<file path="src/rtl/fetch_stage.sv">
// Instruction-fetch stage: owns the PC, issues one instruction-memory request at a
// time, and registers each returned instruction (with commit-trace fields) into the
// fetch->decode register. Handles execute redirects and the hazard-unit stall.
//
// Ports:
//   clk, rst                 clock, synchronous active-high reset
//   fetch_stall              hold outputs, issue no new request
//   redirect_valid/_pc       flush and restart fetch at redirect_pc (bits [1:0] ignored)
//   imem_req_valid/_ready    request handshake; imem_req_addr carries the PC
//   imem_resp_valid/_data    single-cycle response pulse with the instruction
//   fetch_o_*                registered fetch->decode payload and commit trace
module fetch_stage #(
  parameter logic [63:0] RESET_PC = 64'h0000_0000_8000_0000
) (
  input  logic        clk,
  input  logic        rst,
  input  logic        fetch_stall,
  input  logic        redirect_valid,
  input  logic [63:0] redirect_pc,
  output logic        imem_req_valid,
  input  logic        imem_req_ready,
  output logic [63:0] imem_req_addr,
  input  logic        imem_resp_valid,
  input  logic [31:0] imem_resp_data,
  output logic [63:0] fetch_o_pc,
  output logic [31:0] fetch_o_instr,
  output logic        fetch_o_commit,
  output logic [63:0] fetch_o_commit_pc,
  output logic [31:0] fetch_o_commit_instr,
  output logic [63:0] fetch_o_commit_pre_pc
);

  localparam int unsigned XLEN = 64;
  localparam int unsigned ILEN = 32;

  typedef enum logic [1:0] {
    REQ  = 2'd0,
    WAIT = 2'd1,
    HOLD = 2'd2
  } state_t;

  state_t            state;
  logic [XLEN-1:0]   pc;
  logic [XLEN-1:0]   last_pc;
  logic              drop;
  logic [ILEN-1:0]   hold_data;

  logic              handshake;
  logic              deliver;
  logic [ILEN-1:0]   deliver_data;
  logic [XLEN-1:0]   redirect_target;
  logic              redirect_pc_unused;

  // Request is combinational from state so a stall withdraws it in the same cycle.
  assign imem_req_valid = !rst && (state == REQ) && !fetch_stall;
  assign imem_req_addr  = pc;
  assign handshake      = imem_req_valid && imem_req_ready;

  assign redirect_target    = {redirect_pc[XLEN-1:2], 2'b00};
  assign redirect_pc_unused = ^redirect_pc[1:0];

  // Deliver either a fresh (non-dropped) response or the instruction buffered in HOLD.
  assign deliver = !fetch_stall &&
                   (((state == WAIT) && imem_resp_valid && !drop) || (state == HOLD));
  assign deliver_data = (state == HOLD) ? hold_data : imem_resp_data;

  // Single-process FSM with registered payload.
  always_ff @(posedge clk) begin
    if (rst) begin
      state                 <= REQ;
      pc                    <= RESET_PC;
      drop                  <= 1'b0;
      last_pc               <= '0;
      hold_data             <= '0;
      fetch_o_pc            <= '0;
      fetch_o_instr         <= '0;
      fetch_o_commit        <= 1'b0;
      fetch_o_commit_pc     <= '0;
      fetch_o_commit_instr  <= '0;
      fetch_o_commit_pre_pc <= '0;
    end else if (redirect_valid) begin
      // Redirect overrides stall and any delivery; last_pc is kept.
      pc                    <= redirect_target;
      fetch_o_pc            <= '0;
      fetch_o_instr         <= '0;
      fetch_o_commit        <= 1'b0;
      fetch_o_commit_pc     <= '0;
      fetch_o_commit_instr  <= '0;
      fetch_o_commit_pre_pc <= '0;
      case (state)
        REQ: begin
          // A request accepted this cycle is stale: its response must be dropped.
          drop  <= handshake;
          state <= handshake ? WAIT : REQ;
        end
        WAIT: begin
          if (imem_resp_valid) begin
            drop  <= 1'b0;
            state <= REQ;
          end else begin
            drop  <= 1'b1;
            state <= WAIT;
          end
        end
        default: begin
          drop  <= 1'b0;
          state <= REQ;
        end
      endcase
    end else begin
      if (deliver) begin
        fetch_o_pc            <= pc;
        fetch_o_instr         <= deliver_data;
        fetch_o_commit        <= 1'b1;
        fetch_o_commit_pc     <= pc;
        fetch_o_commit_instr  <= deliver_data;
        fetch_o_commit_pre_pc <= last_pc;
        last_pc               <= pc;
        pc                    <= pc + XLEN'(4);
      end else if (!fetch_stall) begin
        fetch_o_pc            <= '0;
        fetch_o_instr         <= '0;
        fetch_o_commit        <= 1'b0;
        fetch_o_commit_pc     <= '0;
        fetch_o_commit_instr  <= '0;
        fetch_o_commit_pre_pc <= '0;
      end

      case (state)
        REQ: begin
          if (handshake) state <= WAIT;
        end
        WAIT: begin
          if (imem_resp_valid) begin
            if (drop) begin
              drop  <= 1'b0;
              state <= REQ;
            end else if (fetch_stall) begin
              hold_data <= imem_resp_data;
              state     <= HOLD;
            end else begin
              state <= REQ;
            end
          end
        end
        HOLD: begin
          if (!fetch_stall) state <= REQ;
        end
        default: state <= REQ;
      endcase
    end
  end

endmodule

</file>
<file path="config.mk">
export PLATFORM = sky130hd
export DESIGN_NAME = fetch_stage
export DESIGN_NICKNAME = d
export VERILOG_FILES = /design/src/rtl/fetch_stage.sv
export SDC_FILE = /design/constraint.sdc
export NUM_CORES = 1
export LEC_CHECK = 0
export CAP_MARGIN = 30
export CORE_UTILIZATION = 47
export DETAILED_ROUTE_END_ITERATION = 7
export PLACE_DENSITY_LB_ADDON = 0.15
export SYNTH_ARGS = -nofsm -noshare
export SYNTH_HDL_FRONTEND = slang
export SYNTH_SLANG_ARGS = --single-unit
export TNS_END_PERCENT = 5
</file>
<file path="constraint.sdc">
create_clock -name clk -period 3.2 [get_ports clk]
set_clock_uncertainty 0.2 [all_clocks]
set_input_delay 0.64 -clock clk [delete_from_list [all_inputs] [get_ports clk]]
set_output_delay 0.64 -clock clk [all_outputs]
set_load 0.02 [all_outputs]
</file>
* Yosys cells after proc, flatten, opt, wreduce, memory -nomap -nowiden
Cells that the tools add are included.
Word-level totals: output and inout bits 322, input port bits 102, bits in registers 324, logic and storage cells 63
Cells by class: muxes and demuxes 25, eq/ne operators 6, bitwise gates (word level) 2, $add $sub $neg 1, reduce and logical (&&, ||, !) cells 19
Operators with widths (number):
- 64-bit two-way mux | 5
- 32-bit two-way mux | 3
- 64-bit by 3-bit adder with 64-bit output (second input constant) | 1
- 2-bit two-way mux | 6
- 3-bit inequality test (second input constant) | 3
- 1-bit two-way mux | 8
- 1-bit logical AND | 6
- 2-bit one-hot mux with 3 select lines | 1
- 2-bit nonzero test | 3
- 5-bit AND reduction | 1
- 1-bit one-hot mux with 2 select lines | 2
- 2-bit AND reduction | 2
- 1-bit logical NOT | 3
- 3-bit AND reduction | 1
- 2-bit by 1-bit == test with 1-bit output (second input constant) | 1
- 2-bit == test (second input constant) | 1
- 2-bit logical NOT | 1
- 2-bit by 1-bit inequality test with 1-bit output (second input constant) | 1
- 1-bit NOT | 2
- 2-bit OR reduction | 1
- 1-bit logical OR | 1

* Logic depth before layout (Yosys ltp)
depth in word-level cells 7, mapped depth 9, depth with buffers taken out 6

* Worst setup path after synthesis
Ideal clock, no wire load.
path type reg2reg, start point register pc[3], in the netlist imem_req_addr[3], end point register pc[40], in the netlist imem_req_addr[40], setup time 0.091 ns, period minus slack after synthesis 2.698 ns, slack 0.502 ns, stages on the path, launching flop included 9, data required time 2.909 ns, path buffers 2, arrival time 2.407 ns, path through dfxtp_1 > ha_1 > and3_1 > buf_2 > o211ai_1 > or4_1 > clkbuf_1 > or4_1 > a311oi_1
Between the ends: longest elaborated chain between the ends 3
RTL lines:
- start, declared | RTL line 43 | logic [XLEN-1:0] pc;
- start signal, assigned | RTL line 83 | pc <= redirect_target;
- start signal, assigned | RTL line 119 | pc <= pc + XLEN'(4);
- 64-bit by 3-bit adder with 64-bit output | RTL line 119
- 64-bit two-way mux | RTL line 111 | if (deliver) begin
- 64-bit two-way mux | RTL line 81 | end else if (redirect_valid) begin
No other way between the ends. The select of a mux whose other input is x is not followed. A chain may end at the register's enable or synchronous reset.

* Worst setup path in the final report
start point register state[0], end point output imem_req_valid
Between the ends: longest elaborated chain between the ends 3
RTL lines:
- start, declared | RTL line 42 | state_t state;
- start signal, assigned | RTL line 94 | state <= handshake ? WAIT : REQ;
- 2-bit logical NOT | RTL line 55 | assign imem_req_valid = !rst && (state == REQ) && !fetch_stall;
- 1-bit logical AND (2 in a row) | RTL line 55
- end, declared | RTL line 20 | output logic imem_req_valid,
No other way between the ends.

==> summary.md <==
| Metric | Value |
|---|---|
| Unrepaired setup endpoints after global routing | `no` |
| Clock edge transition at the registers on the reported setup and hold paths | `60 ps` |
| Crit path launch type | `register` |
| Post-synthesis sequential area ratio | `0.467` |
| Core area | `between 20000 and 30000 µm²` |
| Max Buffers Root-to-Sink | `3` |
| Slew margin rel. | `0.326` |
| Lkg Pwr | `about 6.3 nW` |
| Req. time, crit path | `roughly 2400 ps` |
| Fillers | `between 2000 and 2500` |
| Grt total ovfl | `0` |
| Residual DRC | `0` |
| Max Transition Viols Final | `0` |
| GPL Wtd Cong | `between 0.8 and 0.9` |
| CP Max Fanout | `9` |
| Arrival time worst endpoint | `roughly 2000 ps` |
| Vias in the first global route | `12100` |
| 1st-iter DRT viols | `1034` |
| DP HPWL | `29400 µm` |
| H-tree Lvls | `2` |
| Worst vdd ir | `about 0.31 mV` |
| Mapped Area | `13600 µm²` |
| Count of final setup violators | `0` |
| Final WL | `43500 µm` |
| CTS tree | `done` |
| YS warnings | `0` |
| Commonest non-fill, non-tap cells in the layout | `clkdlybuf4s50_1, dfxtp_1, nand2_1` |
| Sink Count | `between 300 and 400` |
| DP Cell Count | `about 2300` |
| CP Capture Type | `output pin` |
| Slew @ Worst Pin | `about 1000 ps` |
| Die area | `slightly below 30000 µm²` |
| Via Count | `13200` |
| Post-CTS Setup Repair Bufs | `0` |
| Latest clock arrival within the worst-skew pair | `510 ps` |
| Height of the die | `roughly 170 µm` |
| TritonCTS buffer count | `34` |
| Critical setup path kind | `reg2out` |
| Total Nets Final | `2069` |
| Status | `complete, no violations` |
| Initial antenna violation count | `7` |
| Final hold violations | `0` |
| Hold Buf Count CTS | `0` |
| Non-Filler Instances | `roughly 2400` |
| Largest net degree at the start of global routing | `a little over 90` |
| IO Pins | `approximately 420` |
| Fmax | `about 350 MHz` |
| Async SR Flop Fraction | `0` |
| Root Buffer | `clkbuf_16` |
| Cells after Synth | `roughly 1700` |
| FP Rows | `61` |
| TritonRoute pass-1 iters | `5` |
| GR Util All Layers | `0.283` |
| Initial Utilization | `0.483` |
| Hold WC Path Type | `in2reg` |
| Main synth FF type | `dfxtp_1` |
| Crit share post-route | `0.883` |
| WL met3 | `about 3200 µm` |
| Mean Syn Cell Area | `about 8 µm²` |
| Met1 Routed Length | `between 15000 and 20000 µm` |
| DIE WIDTH | `172 µm` |
| Power per cell area | `~480 nW/µm²` |
| Post-synth cell types | `between 50 and 60` |
| WL per Instance | `roughly 18 µm` |
| Min cycle time layout | `roughly 2800 ps` |
| Metal2 WL | `~22000 µm` |
| Worst Hold Margin | `approximately 230 ps` |
| Vias per cell | `approximately 5.6` |
| Detail Route Antenna Nets | `0` |
| Max cap viols | `0` |
| Buffers on Ports | `between 400 and 500` |
| Yosys reg bits | `316` |
| First-pass GRT wire length | `roughly 66000 µm` |
| Final core occ | `0.667` |
| Share of cells above drive strength 1 | `0.0708` |
| EDFF count, synth | `0` |
| Cts repair resizes | `0` |
| Top Layer Used | `met5` |
| Most common cell after layout, fill and taps aside | `clkdlybuf4s50_1` |
| Layout area overhead | `38.2%` |
## layout make-up
type	instances	area, µm²	share of cell area
sequential	316	6330	0.338
multi-input combinational	1111	5940	0.317
timing repair buffer	487	4740	0.253
clock buffer	53	1050	0.0559
tap	378	473	0.0253
clock inverter	8	121	0.00648
inverter	16	61.3	0.00327
antenna	5	12.5	0.000668
## cells by family after synthesis
kind of cell	count (synthesis)	share of synthesized area
simple gates	686	0.226
compound gates	390	0.189
flops	316	0.467
buf+inv	253	0.100
xor+xnor	26	0.0168
fa+ha+maj	1	0.000923
other cells	1	0.000277
## worst paths after layout
| kind | cells after the start | slack, ps | from | to |
|---|---|---|---|---|
| min reg2reg | 2 | 250 | last_pc[39] | last_pc[39] |
| min | 3 | 230 | fetch_stall | state[1] |
| max reg2reg | 5 | 410 | imem_req_addr[21] | imem_req_addr[57] |
| max | 2 | 370 | state[0] | imem_req_valid |
## per-stage QoR
step / power [mW] / setup WS [ps] / setup TNS [ps] / instance area (µm²)
floorplan: 4.54 / 502 / 0 / 13600
global placement: 4.95 / -64.6 / -90.2 / 17500
detailed placement: 4.96 / -72.4 / -161 / 17500
CTS: 9.03 / 376 / 0 / 18700
global route: 9.24 / 276 / 0 / 18700
finish: 8.96 / 374 / 0 / 18700
## state kept, by name (all words and copies together) (netlist names)
register,count
state,2
hold_data,32
fetch_o_commit_instr,32
fetch_o_commit_pre_pc,62
last_pc,62
drop,1
fetch_o_commit,1
fetch_o_commit_pc,62
imem_req_addr,62
## layer usage
layer	up-vias	track usage
li1	6301	-
met1	6324	0.347
met2	526	0.488
met3	80	0.0584
met4	4	0.106
met5	-	0
## worst max-delay path, stage by stage, from the launching register on
cell	delay, ps
dfxtp_1	420
nor4_1	370
clkdlybuf4s50_1	700
## power by group
group,switching (mW),internal [mW],total (mW),leakage [nW]
clock,1.58,2.50,4.08,0.569
sequential,0.0955,4.00,4.10,2.56
combinational,0.436,0.347,0.783,3.17
## cell usage after synthesis (11+ instances only)
cell,instances,area [µm²]
dfxtp_1,316,6330
nand2_1,304,1140
nor2_1,205,769
a21oi_1,170,851
a22oi_1,124,931
clkbuf_1,110,413
buf_4,105,788
nand4_1,28,175
nand3_1,25,125
a211oi_1,23,173
nor3_1,21,105
and3_1,19,119
a311oi_1,18,158
or4_1,16,120
and4_1,15,131
xnor2_1,15,131
inv_1,14,52.6
nor4_1,14,87.6
a2111oi_0,12,105
buf_2,12,60.1
o31ai_1,11,82.6
xor2_1,11,96.3
Power figures use the tool's default switching activity.
